$ cat config.mk
export PLATFORM = sky130hd
export DESIGN_NAME = ppb_host
export DESIGN_NICKNAME = d
export VERILOG_FILES = /design/src/rtl/ppb_pkg.sv /design/src/rtl/ppb_bus_clkgen.sv /design/src/rtl/ppb_host.sv
export SDC_FILE = /design/constraint.sdc
export NUM_CORES = 1
export LEC_CHECK = 0
export BUFFER_PORTS_ARGS = -buffer_cell sky130_fd_sc_hd__buf_2
export CAP_MARGIN = 0
export CORE_MARGIN = 1
export CORE_UTILIZATION = 55
export DETAILED_ROUTE_END_ITERATION = 8
export GPL_TIMING_DRIVEN = 0
export PLACE_DENSITY = 0.77
export SYNTH_ARGS = -nofsm -noshare
export SYNTH_HDL_FRONTEND = slang
export SYNTH_SLANG_ARGS = --single-unit
$ cat constraint.sdc
create_clock -name clk -period 3.3 [get_ports clk]
set_input_delay 0.495 -clock clk [delete_from_list [all_inputs] [get_ports clk]]
set_output_delay 0.495 -clock clk [all_outputs]
set_load 0.005 [all_outputs]
$ cat src/rtl/ppb_pkg.sv
`default_nettype none
// ============================================================================
// ppb_pkg : shared constants and state type for the PMOD probe bus host
// Rev 1.0
// ============================================================================
package ppb_pkg;

  localparam int PPB_HEADER_BEATS = 8;
  localparam int PPB_BLOCK_W      = 3;
  localparam int PPB_ID_W         = 23;
  // Header carries {1'b0, id}, one block per header beat
  localparam int PPB_ID_WORD_W    = PPB_HEADER_BEATS * PPB_BLOCK_W;

  typedef enum logic [1:0] {
    IDLE   = 2'd0,
    HEADER = 2'd1,
    DATA   = 2'd2,
    FINISH = 2'd3
  } ppb_state_t;

  function automatic int ppb_max(input int a, input int b);
    return (a > b) ? a : b;
  endfunction

endpackage
`default_nettype wire

$ cat src/rtl/ppb_bus_clkgen.sv
`default_nettype none
// ============================================================================
// ppb_bus_clkgen : beat phase counter and bus clock register for ppb_host
// Rev 1.0
// ============================================================================
module ppb_bus_clkgen #(
  parameter int CLK_DIV = 2
) (
  input  logic clk,
  input  logic rst,
  input  logic i_en,
  output logic o_bus_clk,
  output logic o_beat_start,
  output logic o_sample
);

  localparam int PH_W = (2 * CLK_DIV > 2) ? $clog2(2 * CLK_DIV) : 1;
  localparam logic [PH_W-1:0] c_HALF_LAST = PH_W'(CLK_DIV - 1);
  localparam logic [PH_W-1:0] c_BEAT_LAST = PH_W'(2 * CLK_DIV - 1);

  logic [PH_W-1:0] r_phase;
  logic            r_bus_clk;

  // Strobes mark the edge that ends the low half and the edge that ends the beat
  assign o_sample     = i_en && (r_phase == c_HALF_LAST);
  assign o_beat_start = i_en && (r_phase == c_BEAT_LAST);
  assign o_bus_clk    = r_bus_clk;

  always_ff @(posedge clk) begin
    if (!rst || !i_en) begin
      r_phase   <= '0;
      r_bus_clk <= 1'b0;
    end else if (o_beat_start) begin
      r_phase   <= '0;
      r_bus_clk <= 1'b0;
    end else begin
      r_phase <= r_phase + PH_W'(1);
      if (o_sample) begin
        r_bus_clk <= 1'b1;
      end
    end
  end

endmodule
`default_nettype wire

$ cat src/rtl/ppb_host.sv
`default_nettype none
// ============================================================================
// ppb_host : PMOD probe bus host-side initiator (header + data frame engine)
// Rev 1.0
// ============================================================================
module ppb_host
  import ppb_pkg::*;
#(
  parameter int                   INPUT_BLOCKS  = 20,
  parameter int                   OUTPUT_BLOCKS = 40,
  parameter int                   CLK_DIV       = 2,
  parameter logic [PPB_ID_W-1:0]  PROJECT_ID    = 23'h31c748
) (
  input  logic                                clk,
  input  logic                                rst,
  input  logic                                start,
  output logic                                busy,
  output logic                                done,
  output logic                                id_ok,
  input  logic [PPB_BLOCK_W*INPUT_BLOCKS-1:0] host_inputs,
  output logic [PPB_BLOCK_W*OUTPUT_BLOCKS-1:0] host_outputs,
  output logic                                pmod_bus_clk,
  output logic                                pmod_bus_control,
  output logic [PPB_BLOCK_W-1:0]              pmod_bus_poti,
  input  logic [PPB_BLOCK_W-1:0]              pmod_bus_pito
);

  localparam int N      = ppb_max(INPUT_BLOCKS, OUTPUT_BLOCKS);
  localparam int BEAT_W = $clog2(ppb_max(N, PPB_HEADER_BEATS)) + 1;
  localparam int IN_W   = PPB_BLOCK_W * INPUT_BLOCKS;
  localparam int OUT_W  = PPB_BLOCK_W * OUTPUT_BLOCKS;
  localparam int HDR_W  = PPB_ID_WORD_W;
  localparam int TX_W   = IN_W + HDR_W - PPB_BLOCK_W;
  localparam int RX_W   = HDR_W + OUT_W;

  localparam logic [HDR_W-1:0]  c_ID_WORD   = {1'b0, PROJECT_ID};
  localparam logic [BEAT_W-1:0] c_HDR_LAST  = BEAT_W'(PPB_HEADER_BEATS - 1);
  localparam logic [BEAT_W-1:0] c_DATA_LAST = BEAT_W'(N - 1);
  localparam logic [BEAT_W-1:0] c_OUT_BLKS  = BEAT_W'(OUTPUT_BLOCKS);

  ppb_state_t        r_state;
  logic [BEAT_W-1:0] r_beat;
  logic [TX_W-1:0]   r_tx;
  logic [RX_W-1:0]   r_rx;
  logic              r_busy;
  logic              r_done;
  logic              r_id_ok;
  logic [OUT_W-1:0]  r_outputs;
  logic              r_control;
  logic [PPB_BLOCK_W-1:0] r_poti;

  logic w_bus_clk;
  logic w_beat_start;
  logic w_sample;
  logic w_id_match;

  ppb_bus_clkgen #(
    .CLK_DIV (CLK_DIV)
  ) u_clkgen (
    .clk          (clk),
    .rst          (rst),
    .i_en         (r_busy),
    .o_bus_clk    (w_bus_clk),
    .o_beat_start (w_beat_start),
    .o_sample     (w_sample)
  );

  // Received blocks enter at the top, so after the frame block 0 sits at bit 0
  assign w_id_match = (r_rx[PPB_ID_W-1:0] == PROJECT_ID);

  always_ff @(posedge clk) begin
    if (!rst) begin
      r_state   <= IDLE;
      r_beat    <= '0;
      r_tx      <= '0;
      r_rx      <= '0;
      r_busy    <= 1'b0;
      r_done    <= 1'b0;
      r_id_ok   <= 1'b0;
      r_outputs <= '0;
      r_control <= 1'b0;
      r_poti    <= '0;
    end else begin
      r_done <= 1'b0;
      case (r_state)
        IDLE: begin
          if (start) begin
            // Beat 0 starts on this edge; the rest of the frame drains r_tx
            r_state   <= HEADER;
            r_busy    <= 1'b1;
            r_control <= 1'b1;
            r_poti    <= c_ID_WORD[PPB_BLOCK_W-1:0];
            r_tx      <= {host_inputs, c_ID_WORD[HDR_W-1:PPB_BLOCK_W]};
            r_beat    <= '0;
          end
        end

        HEADER: begin
          if (w_sample) begin
            r_rx <= {pmod_bus_pito, r_rx[RX_W-1:PPB_BLOCK_W]};
          end
          if (w_beat_start) begin
            r_poti <= r_tx[PPB_BLOCK_W-1:0];
            r_tx   <= r_tx >> PPB_BLOCK_W;
            if (r_beat == c_HDR_LAST) begin
              r_state   <= DATA;
              r_control <= 1'b0;
              r_beat    <= '0;
            end else begin
              r_beat <= r_beat + BEAT_W'(1);
            end
          end
        end

        DATA: begin
          if (w_sample && (r_beat < c_OUT_BLKS)) begin
            r_rx <= {pmod_bus_pito, r_rx[RX_W-1:PPB_BLOCK_W]};
          end
          if (w_beat_start) begin
            if (r_beat == c_DATA_LAST) begin
              r_state <= FINISH;
              r_busy  <= 1'b0;
              r_done  <= 1'b1;
              r_poti  <= '0;
            end else begin
              // Zeros shifted in behind the last input block pad the tail beats
              r_poti <= r_tx[PPB_BLOCK_W-1:0];
              r_tx   <= r_tx >> PPB_BLOCK_W;
              r_beat <= r_beat + BEAT_W'(1);
            end
          end
        end

        FINISH: begin
          r_id_ok <= w_id_match;
          if (w_id_match) begin
            r_outputs <= r_rx[RX_W-1:HDR_W];
          end
          r_state <= IDLE;
        end

        default: begin
          r_state <= IDLE;
        end
      endcase
    end
  end

  assign busy             = r_busy;
  assign done             = r_done;
  assign id_ok            = r_id_ok;
  assign host_outputs     = r_outputs;
  assign pmod_bus_clk     = w_bus_clk;
  assign pmod_bus_control = r_control;
  assign pmod_bus_poti    = r_poti;

endmodule
`default_nettype wire

Word-level counts from Yosys, hierarchy flattened

Cells that the tools add are included.

$add $sub $neg: 2
Magnitude comparators: 1
Eq/ne operators: 16
Mux-type cells: 33
Reductions and logical operators: 20

Operators by type and width:

| operator                                                              | count |
|---|---|
| 81-bit two-way mux                                                    | 4 |
| 144-bit two-way mux                                                   | 2 |
| 144-bit case mux with 2 select lines                                  | 1 |
| 81-bit case mux with 3 select lines                                   | 1 |
| 7-bit two-way mux                                                     | 5 |
| 23-bit by 22-bit == test with 1-bit output (second input constant)    | 1 |
| 7-bit case mux with 3 select lines                                    | 1 |
| 3-bit two-way mux                                                     | 4 |
| 2-bit != test (second input constant)                                 | 6 |
| 4-bit AND reduction                                                   | 3 |
| 2-bit two-way mux                                                     | 5 |
| 5-bit AND reduction                                                   | 2 |
| 3-bit case mux with 3 select lines                                    | 1 |
| 2-bit case mux with 4 select lines                                    | 1 |
| 7-bit by 1-bit adder with 7-bit output (second input constant)        | 1 |
| 7-bit by 3-bit == test with 1-bit output (second input constant)      | 1 |
| 7-bit by 6-bit == test with 1-bit output (second input constant)      | 1 |
| 7-bit by 6-bit < comparator with 1-bit output (second input constant) | 1 |
| 2-bit == test (second input constant)                                 | 3 |
| 1-bit two-way mux                                                     | 6 |
| 3-bit AND reduction                                                   | 2 |
| 2-bit nonzero test                                                    | 3 |
| 2-bit by 1-bit == test with 1-bit output (second input constant)      | 2 |
| 2-bit by 1-bit != test with 1-bit output (second input constant)      | 2 |
| other kinds (9)                                                       | 13 |

Flip-flop bits (word level): 364
Output and inout bits: 128
Word-level logic and storage cells: 84

Logic depth before layout (Yosys ltp)

Gate-level depths: netlist of run 1.

Depth after elaboration: 5
Depth in mapped cells: 10
Gate-level depth less buffers: 6

By module

A second synthesis of run 1 with hierarchy kept.

Cells, all modules: 1527
Area total of the unflattened synthesis: 14208.6 um^2

Modules (own cells, without submodules):

| module         | instances | cells an instance | area an instance (um^2) | sequential area each (um^2) |
|---|---|---|---|---|
| ppb_host       | 1         | 1514              | 14067.2                 | 7226.9 |
| ppb_bus_clkgen | 1         | 13                | 141.4                   | 60.1 |

Least setup slack after synthesis of run 1

No wires, ideal clock.

Path kind: flip-flop to flip-flop
Start: reg r_state[1]
End: reg r_tx[59]
Library setup time: 0.134 ns
Arrival time: 1.969 ns
Data required time: 3.166 ns
Setup slack: 1.197 ns
Cell stages (with the launch flop): 10
Buffers on the path: 3
Period minus slack after synthesis: 2.103 ns
Path through: dfxtp_1 > inv_1 > ha_1 > a2bb2oi_1 > or3_1 > clkbuf_2 > nor2_1 > buf_2 > buf_2 > a211oi_1

Word-level cells in the longest chain between the ends: 3
Elaborated cells on any way between the ends: 10

RTL lines:

| item                                                         | line            | RTL |
|---|---|---|
| start, declared                                              | ppb_host.sv:41  | `ppb_state_t r_state;` |
| start signal, assigned                                       | ppb_host.sv:73  | `r_state <= IDLE;` |
| start signal, assigned                                       | ppb_host.sv:89  | `r_state <= HEADER;` |
| start signal, assigned                                       | ppb_host.sv:106 | `r_state <= DATA;` |
| 2-bit == test, or another cell as far along                  | ppb_host.sv:85  | `case (r_state)` |
| 2-bit != test (no source line), or another cell as far along | --              |  |
| 5-bit AND reduction (no source line)                         | --              |  |
| end signal, assigned                                         | ppb_host.sv:93  | `r_tx <= {host_inputs, c_ID_WORD[HDR_W-1:PPB_BLOCK_W]};` |
| end signal, assigned                                         | ppb_host.sv:104 | `r_tx <= r_tx >> PPB_BLOCK_W;` |
| end signal, assigned                                         | ppb_host.sv:128 | `r_tx <= r_tx >> PPB_BLOCK_W;` |
| end, declared                                                | ppb_host.sv:43  | `logic [TX_W-1:0] r_tx;` |

Several ways; a longest one is shown, not always the timed one.
A chain may end at the register's enable or synchronous reset.

Worst setup path in the final report of run 1

Start: reg r_state[1]
End: reg r_outputs[81], in the netlist host_outputs[81]

Word-level cells in the longest chain between the ends: 2

RTL lines:

| item                                 | line            | RTL |
|---|---|---|
| 2-bit == test                        | ppb_host.sv:85  |  |
| 2-bit AND reduction (no source line) | --              |  |
| end signal, assigned                 | ppb_host.sv:137 | `r_outputs <= r_rx[RX_W-1:HDR_W];` |
| end, declared                        | ppb_host.sv:48  | `logic [OUT_W-1:0] r_outputs;` |

Every way passes these cells.

==> results of run 1 <==
[state kept, by name, indices dropped and copies added (netlist names)]
| signal | count |
|---|---|
| pmod_bus_poti | 3 |
| r_tx | 81 |
| done | 1 |
| u_clkgen.r_phase | 2 |
| r_state | 2 |
| u_clkgen.o_bus_clk | 1 |
| pmod_bus_control | 1 |
| host_outputs | 120 |
| r_beat | 7 |
| busy | 1 |
| id_ok | 1 |
| r_rx | 144 |
[cells by family after synthesis]
family	Yosys count	synth area share, %
buf+inv	155	4.68
fa+ha+maj	7	0.616
simple gates	609	17.1
compound gates	337	13.9
flops	364	51.2
mux	177	12.5
[metrics by stage]
step	total power, W	worst slack [ps]	area [sq um]	hold WS (ps)	cells
2_1_floorplan	0.00681	1200	14200	421	1649
3_3_place_gp	0.00731	552	15600	433	2171
6_report	0.0116	431	16900	229	2238
5_1_grt	0.0121	277	16900	232	2238
3_5_place_dp	0.00737	484	15600	443	2171
4_1_cts	0.0116	443	16900	215	2238
[final timing paths]
kind / startpoint / to / slack, ps / depth (start not counted)
setup / recovery: r_state[1] / host_outputs[81] / 430 / 7
hold / removal: pmod_bus_pito[2] / r_rx[143] / 230 / 3
setup reg to reg: r_state[1] / host_outputs[81] / 430 / 7
hold reg to reg: host_outputs[28] / host_outputs[28] / 450 / 2
[final cells by class]
| cell class | count | area (sq um) |
|---|---|---|
| clock buffers | 57 | 1190 |
| repair buffers | 192 | 961 |
| flip-flops and latches | 364 | 7290 |
| fillers | 2117 | 8400 |
| inverters | 15 | 56.3 |
| plain buffers | 140 | 609 |
| clock inverters | 10 | 75.1 |
| well taps | 330 | 413 |
| multi-input cells | 1130 | 6270 |
[cells in the final DEF (no fill, tap or decap), types with 4 or more instances in the layout]
cell / netlist / routed
a21oi_1: 226 / 226
clkbuf_16: 0 / 41
a311oi_1: 10 / 10
nor3_1: 4 / 4
clkbuf_8: 0 / 10
o21ai_0: 17 / 17
nor2_1: 17 / 17
buf_4: 15 / 15
inv_1: 14 / 14
ha_1: 7 / 7
o211ai_1: 4 / 4
dfxtp_1: 364 / 364
mux2i_1: 177 / 177
or3_1: 5 / 5
clkbuf_1: 102 / 108
a211oi_1: 60 / 60
buf_2: 21 / 213
clkinv_2: 0 / 9
nand4b_1: 4 / 4
nand4_1: 19 / 19
nand3_1: 5 / 5
nand2_1: 540 / 540
[power breakdown]
part / switching (W) / internal, W / total (W)
Combinational: 0.00143 / 0.000899 / 0.00233
Clock: 0.00171 / 0.00256 / 0.00427
Sequential: 0.000205 / 0.00478 / 0.00498
Total: 0.00334 / 0.00823 / 0.0116
[metal layers]
metal	global-route usage [%]	wire length (um)	vias to the layer above
met4	6.54	637	0
li1	-	-	6057
met1	32.8	15500	5592
met5	0	0	-
met2	41.2	15400	299
met3	4.33	1650	54
[worst reg2reg max path: stages, from the launching register on]
cell      delay, ps
dfxtp_1         370
ha_1            270
nor4bb_1        430
nand4_1         150
nor3_1          560
buf_2           480
buf_4           290
mux2i_1         230
==> flow_summary.json, run 1 <==
{
  "run_status": "completed",
  "end_kind": "flip-flop",
  "clk_pin_slew_worst_paths_ps": 60,
  "num_antenna_cells": 0,
  "clock-sinks": 364,
  "antenna_found_initial": 0,
  "crit_fanout": 10,
  "grt_max_degree": 14,
  "fmax_mhz": 349,
  "synth_edf_count": 0,
  "cts_resized": 0,
  "cp_cell_sequence": "ha_1 -> nor4bb_1 -> nand4_1 -> nor3_1 -> buf_2 -> buf_4 -> mux2i_1",
  "crit_type": "reg2reg",
  "die_area_sq_um": 26500,
  "grt.total_usage_pct": 24.7,
  "syn_area_sq_um": 14200,
  "critPathLaunchType": "flip-flop",
  "relSlewSlack_pct": 42.7,
  "num_rows": 58,
  "yosysMostFrequentCell": "nand2_1",
  "slew_violations": 0,
  "synth_commonest_cells": "nand2_1, dfxtp_1, a21oi_1",
  "finalWirelength_um": 33200,
  "drcViolationCount": 0,
  "cp_top_family": "simple AND/OR/NAND/NOR gates",
  "hold_path.class": "in2reg",
  "fin_skew_ps": 9.20,
  "cts_buffers": 38,
  "nets": 1954,
  "cts-htree-levels": 2,
  "crit_buf_inv": 2,
  "start_util_pct": 56.3,
  "viasPerCell": 5.36,
  "num_vias": 12000,
  "grt_overflow_total": 0,
  "cts_tree": "built",
  "synth_warnings": 0,
  "drt-initial-drc-count": 808,
  "grt_pass1_vias": 11200,
  "synth_area_leaders": "dfxtp_1, nand2_1, mux2i_1",
  "die_w_um": 163,
  "insertion_delay_ps": 520,
  "rsz0062_at_grt": "false",
  "ys_seq_elements": 364,
  "critPathMaxStageDelay_ps": 560,
  "ios": 194,
  "cellPowerDensity_nw_per_um2": 687,
  "wl_per_cell_um": 14.8,
  "async_reset_ff_share_pct": 0,
  "cts_buffer_depth": 3,
  "ir_drop_mv": 0.486,
  "post-cts-setup-buffers": 0,
  "fp.coreArea_sq_um": 25300,
  "postCtsHoldBufs": 0,
  "maxCapViolations": 0,
  "arrival_ps": 3310,
  "worstPathRequired_ps": 3740,
  "ys_seq_area_share_pct": 51.2,
  "synth_fp_nets": 1722,
  "yosysTopAreaCellShare_pct": 51.2,
  "synth.distinct_cells": 45,
  "fin_crit_sh_pct": 86.9,
  "ant_nets": 0,
  "hpwl_um": 22600,
  "portBuffers": 192,
  "grt_pass1_wl_um": 54200,
  "final_layout_size_suffix_gt1_share_pct": 15.5,
  "worstMarginPinSlew_ps": 859,
  "leakagePower_nw": 6.11,
  "syn_to_final_growth_pct": 18.5,
  "fin_tns_setup_ps": 0,
  "finalHoldViolations": 0,
  "utilization_pct": 66.8,
  "ys.flop_type": "dfxtp_1",
  "synthCells": 1649,
  "drtPass1Iterations": 5,
  "fp.dieH_um": 163,
  "place.gp.congestion": 0.831,
  "avgSynthCellArea_sq_um": 8.62,
  "yosysTopAreaCell": "dfxtp_1",
  "fin_crit_ps": 2870,
  "clock-root-buffer": "clkbuf_16",
  "slowest_stage": "nor3_1",
  "setup_viol": 0
}
(Power assumes the default switching activity.)
==> inputs of run 2 (changes only) <==
- CORE_ASPECT_RATIO: default -> 1.2
- CORE_UTILIZATION: 55 -> 50
- PLACE_DENSITY: 0.77 -> 0.71
==> run 2 against run 1 <==
Effect of this change: register-to-register slack gained 120 ps; clock skew grew 3.4 ps; clock power is essentially flat; first-iteration DRC count shrank 26%; global-route usage shrank 2.1 points; critical path depth grew 2; critical path type unchanged; largest cell class unchanged.
==> flow_summary.json, run 2 (synthesis results as in run 1) <==
{
  "cts_buffers": 37,
  "portBuffers": 192,
  "wl_per_cell_um": 14.5,
  "die_area_sq_um": 29100,
  "ant_nets": 0,
  "ios": 194,
  "crit_type": "reg2reg",
  "stdcell_count": 2281,
  "grt_pass1_vias": 11400,
  "arrival_ps": 3180,
  "relSlewSlack_pct": 28.6,
  "internal_power_w": 0.00824,
  "fillers": 2519,
  "met1_usage_pct": 28.1,
  "cellPowerDensity_nw_per_um2": 685,
  "start_util_pct": 50.9,
  "setup_viol": 0,
  "grt.total_usage_pct": 22.6,
  "clock-sinks": 364,
  "hpwl_um": 22800,
  "place.gp.congestion": 0.837,
  "viasPerCell": 5.25,
  "postCtsHoldBufs": 0,
  "clkPwrFrac_pct": 36.8,
  "use_met3_pct": 5.06,
  "num_vias": 12000,
  "rsz0062_at_grt": "false",
  "finalHoldViolations": 0,
  "critPathLaunchType": "flip-flop",
  "worstPathRequired_ps": 3730,
  "cts_buffer_depth": 3,
  "switchingPower_w": 0.00332,
  "finalWirelength_um": 33200,
  "insertion_delay_ps": 510,
  "fp.coreArea_sq_um": 27900,
  "fp.dieH_um": 187,
  "leakagePower_nw": 6.08,
  "final_common_cell": "nand2_1",
  "fmax_mhz": 364,
  "hold_path.class": "in2reg",
  "num_antenna_cells": 0,
  "cts_resized": 0,
  "fin_tns_setup_ps": 0,
  "fin_crit_ps": 2750,
  "drt-initial-drc-count": 599,
  "largest_register": "r_rx",
  "num_rows": 67,
  "drtPass1Iterations": 5,
  "maxCapViolations": 0,
  "switching_share_pct": 28.8,
  "syn_to_final_growth_pct": 18.7,
  "die_w_um": 156,
  "clk_pin_slew_worst_paths_ps": 60,
  "slew_violations": 0,
  "final_cell_mix": "nand2_1, dfxtp_1, a21oi_1",
  "run_status": "completed",
  "end_kind": "flip-flop",
  "fin_crit_sh_pct": 83.2,
  "worstMarginPinSlew_ps": 1070,
  "dp_cells": 2220,
  "drcViolationCount": 0,
  "grt_pass1_wl_um": 54500,
  "nets": 1953,
  "utilization_pct": 60.5,
  "antenna_found_initial": 1,
  "combinationalPowerShare_pct": 20.1,
  "cts-htree-levels": 2,
  "grt_max_degree": 16,
  "clock-root-buffer": "clkbuf_16",
  "p_seq_share_pct": 43.1,
  "grt_overflow_total": 0,
  "final_layout_size_suffix_gt1_share_pct": 15.3,
  "largest_reg_flops": 144,
  "crit_fanout": 10,
  "cts_tree": "built",
  "use_met2_pct": 38.7,
  "busiest_layer": "met2",
  "fin_skew_ps": 12.6,
  "post-cts-setup-buffers": 0,
  "ir_drop_mv": 0.540
}
-- run 2: cell types whose count changed in the layout (fill, tap and decap cells not counted) --
cell,delta
clkbuf_8,-5
bufinv_16,+4
clkbuf_16,-4
clkinv_2,-4
clkinv_4,+2
inv_6,+2
clkbuf_1,-1
-- run 2: worst paths after layout --
kind	startpoint	to	slack, ps	depth (start not counted)
max	r_state[0]	r_rx[88]	550	9
min	pmod_bus_pito[2]	r_rx[143]	230	3
max reg2reg	r_state[0]	r_rx[88]	550	9
min reg2reg	host_outputs[78]	host_outputs[78]	450	2
-- run 2: power groups by stage --
stage / clock (W) / sequential (W) / combinational [W]
5_1_grt: 0.00453 / 0.00502 / 0.00258
4_1_cts: 0.00433 / 0.00497 / 0.00233
6_report: 0.00426 / 0.00498 / 0.00232
3_3_place_gp: 0 / 0.00505 / 0.00228
3_5_place_dp: 0 / 0.00506 / 0.00232
2_1_floorplan: 0 / 0.00501 / 0.00180
-- run 2: metal layers --
metal / wire [um] / up-vias
met2: 16000 / 261
li1: - / 6052
met1: 14500 / 5610
met3: 1900 / 55
met4: 736 / 2
met5: 8 / -
-- run 2: cell type report --
| class | count | area, sq um | share of cell area, % |
|---|---|---|---|
| repair buffers | 192 | 961 | 5.69 |
| flip-flops and latches | 364 | 7290 | 43.2 |
| clock buffers | 47 | 1010 | 6.00 |
| plain buffers | 140 | 609 | 3.61 |
| clock inverters | 14 | 210 | 1.25 |
| multi-input cells | 1130 | 6270 | 37.1 |
| inverters | 15 | 56.3 | 0.334 |
| well taps | 379 | 474 | 2.81 |
-- run 2: metrics by stage --
stage | worst slack, ps | hold WS, ps | instance area, sq um | power [W]
after global routing | 391 | 216 | 16900 | 0.0121
final | 554 | 226 | 16900 | 0.0116
after CTS | 577 | 215 | 16900 | 0.0116
after global placement | 591 | 435 | 15700 | 0.00733
after floorplan | 1200 | 421 | 14200 | 0.00681
after detailed placement | 603 | 445 | 15700 | 0.00738
-- run 2: critical path, stage by stage, from the launching register on --
cell,delay (ps)
dfxtp_1,330
inv_1,110
ha_1,170
buf_2,240
nor2_1,160
a2111oi_4,810
buf_2,410
buf_4,220
nand2_1,70
a21oi_1,140
==> inputs of run 3 (changes only) <==
- ABC_AREA: default -> 1
- PLACE_DENSITY: 0.71 -> 0.74
- clock period: 3.3 -> 2.22 ns (I/O delays scaled with it)
==> run 3 against run 2 <==
Effect of this change: final area decreased by 2.2%; sequential cell count unchanged; utilization increased by 0.12 points; hold slack got worse by 140 ps; clock skew increased by 1.9 ps; die area decreased by 2.3%; clock power increased by 44%; critical endpoint is now r_rx[54].
==> flow_summary.json, run 3 <==
{
  "synth_commonest_cells": "nor2_1, nand2_1, dfxtp_1",
  "cellPowerDensity_nw_per_um2": 1130,
  "largest_reg_flops": 144,
  "finalHoldViolations": 0,
  "num_rows": 66,
  "synth_warnings": 0,
  "clock-sinks": 364,
  "critPathLaunchType": "flip-flop",
  "num_vias": 12800,
  "final_layout_size_suffix_gt1_share_pct": 15.3,
  "synthCells": 1868,
  "cts_buffer_depth": 3,
  "die_area_sq_um": 28500,
  "yosysMostFrequentCell": "nor2_1",
  "rsz0062_at_grt": "false",
  "run_status": "completed",
  "crit_fanout": 10,
  "synth_fp_nets": 1941,
  "hpwl_um": 23000,
  "die_w_um": 154,
  "ys_seq_elements": 364,
  "grt_pass1_vias": 11600,
  "ys_seq_area_share_pct": 52.4,
  "grt_pass1_wl_um": 54600,
  "ys.flop_type": "dfxtp_1",
  "drcViolationCount": 0,
  "antenna_found_initial": 1,
  "synth_edf_count": 0,
  "arrival_ps": 2530,
  "avgSynthCellArea_sq_um": 7.44,
  "clk_pin_slew_worst_paths_ps": 60,
  "hold_path.class": "in2reg",
  "post-cts-setup-buffers": 0,
  "grt_max_degree": 14,
  "final_cell_mix": "nor2_1, nand2_1, dfxtp_1",
  "syn_area_sq_um": 13900,
  "async_reset_ff_share_pct": 0,
  "fin_crit_sh_pct": 94.2,
  "fp.dieH_um": 185,
  "stdcell_area_sq_um": 16500,
  "synth.distinct_cells": 27,
  "end_kind": "flip-flop",
  "grt_overflow_total": 0,
  "leakagePower_nw": 6.76,
  "ios": 194,
  "fmax_mhz": 478,
  "clock-root-buffer": "clkbuf_16",
  "fp.coreArea_sq_um": 27300,
  "num_antenna_cells": 0,
  "yosysTopAreaCellShare_pct": 52.4,
  "stdcell_count": 2466,
  "fin_skew_ps": 14.4,
  "fin_crit_ps": 2090,
  "multi_input_comb_area_sq_um": 5870,
  "drt-initial-drc-count": 679,
  "setup_viol": 0,
  "yosysTopAreaCell": "dfxtp_1",
  "fin_tns_setup_ps": 0,
  "dp_cells": 2401,
  "finalWirelength_um": 33500,
  "wl_per_cell_um": 13.6,
  "drtPass1Iterations": 5,
  "insertion_delay_ps": 520,
  "cts-htree-levels": 2,
  "maxCapViolations": 0,
  "grt.total_usage_pct": 23.2,
  "hold_ws_ps": 85.0,
  "placed_cell_area_sq_um": 15300,
  "ant_nets": 0,
  "syn_to_final_growth_pct": 18.8,
  "start_util_pct": 51.0,
  "worstMarginPinSlew_ps": 824,
  "largest_register": "r_rx",
  "place.gp.congestion": 0.833,
  "portBuffers": 193,
  "worstPathRequired_ps": 2660,
  "ir_drop_mv": 0.936,
  "slew_violations": 0,
  "crit_type": "reg2reg",
  "postCtsHoldBufs": 0,
  "cts_buffers": 37,
  "fillers": 2472,
  "relSlewSlack_pct": 45.0,
  "seqCellArea_sq_um": 7290,
  "final_common_cell": "nor2_1",
  "synth_area_leaders": "dfxtp_1, nor2_1, nand2_1",
  "nets": 2173,
  "cts_tree": "built",
  "viasPerCell": 5.20
}
run 3: changes by cell type in the layout (fill, tap and decap cells not counted), moves of 10 or more:
| cell | delta |
|---|---|
| nor2_1 | +375 |
| o21ai_0 | +182 |
| mux2i_1 | -177 |
| nand2_1 | -171 |
| nand3_1 | +166 |
| a211oi_1 | -60 |
| a21oi_1 | -58 |
| buf_2 | +25 |
| nand4_1 | -15 |
| buf_4 | -13 |
| clkbuf_1 | -13 |
| a311oi_1 | -10 |
| inv_1 | +10 |
| nor3_2 | +10 |
run 3: report_power, final:
part	internal [W]	total, W	switching [W]
clock network	0.00365	0.00613	0.00248
logic	0.00157	0.00492	0.00334
registers	0.00724	0.00760	0.000363
run 3: layout make-up:
cell class                      instances  share of cell area [%]
Sequential cell                       364                    44.1
Clock inverter                          4                   0.144
Inverter                               27                   0.629
Clock buffer                           61                    7.20
Timing Repair Buffer                  193                    5.85
Buffer                                144                    3.93
Tap cell                              340                    2.58
Multi-Input combinational cell       1333                    35.5
run 3: per-stage QoR:
step / setup WS (ps) / utilization [%] / power [W]
6_report: 128 / 60.6 / 0.0186
2_1_floorplan: 576 / - / 0.0114
4_1_cts: 74.0 / 60.6 / 0.0187
3_5_place_dp: 112 / 56.1 / 0.0126
5_1_grt: 3.76 / 60.6 / 0.0198
3_3_place_gp: 119 / 56.1 / 0.0125
run 3: final timing paths:
path / start / endpoint / slack [ps] / cells past startpoint
worst max-delay path: r_state[0] / r_rx[54] / 130 / 8
worst max register to register: r_state[0] / r_rx[54] / 130 / 8
worst min register to register: r_tx[80] / r_tx[80] / 460 / 2
worst min-delay path: host_inputs[59] / r_tx[80] / 90 / 3
run 3: what timing repair did:
action,in CTS,in global routing
resized for setup,0,7
hold endpoints to repair,0,0
endpoints found under the setup margin,0,88
run 3: cells by family (layout without fill, tap and decap cells):
| group | count (synthesis) | count (layout) | synth area share [%] |
|---|---|---|---|
| compound gates | 370 | 370 | 13.4 |
| buf+inv | 171 | 429 | 5.34 |
| flops | 364 | 364 | 52.4 |
| simple gates | 956 | 956 | 28.2 |
| fa+ha+maj | 7 | 7 | 0.630 |
run 3: per-layer routing:
layer / share of wire [%] / GRT usage (%) / up-vias
met4: 2.8 / 8.32 / 2
met2: 48 / 40.3 / 358
met1: 43 / 28.9 / 5854
met3: 5.7 / 3.93 / 62
met5: 0.039 / 0 / -
li1: - / - / 6551
run 3: critical path, cell delays in order (launching register included):
cell	delay (ps)
dfxtp_1	330
inv_1	100
ha_1	310
nor2_1	110
nor2_1	280
clkbuf_4	330
buf_2	250
nand3_1	110
a21oi_1	170
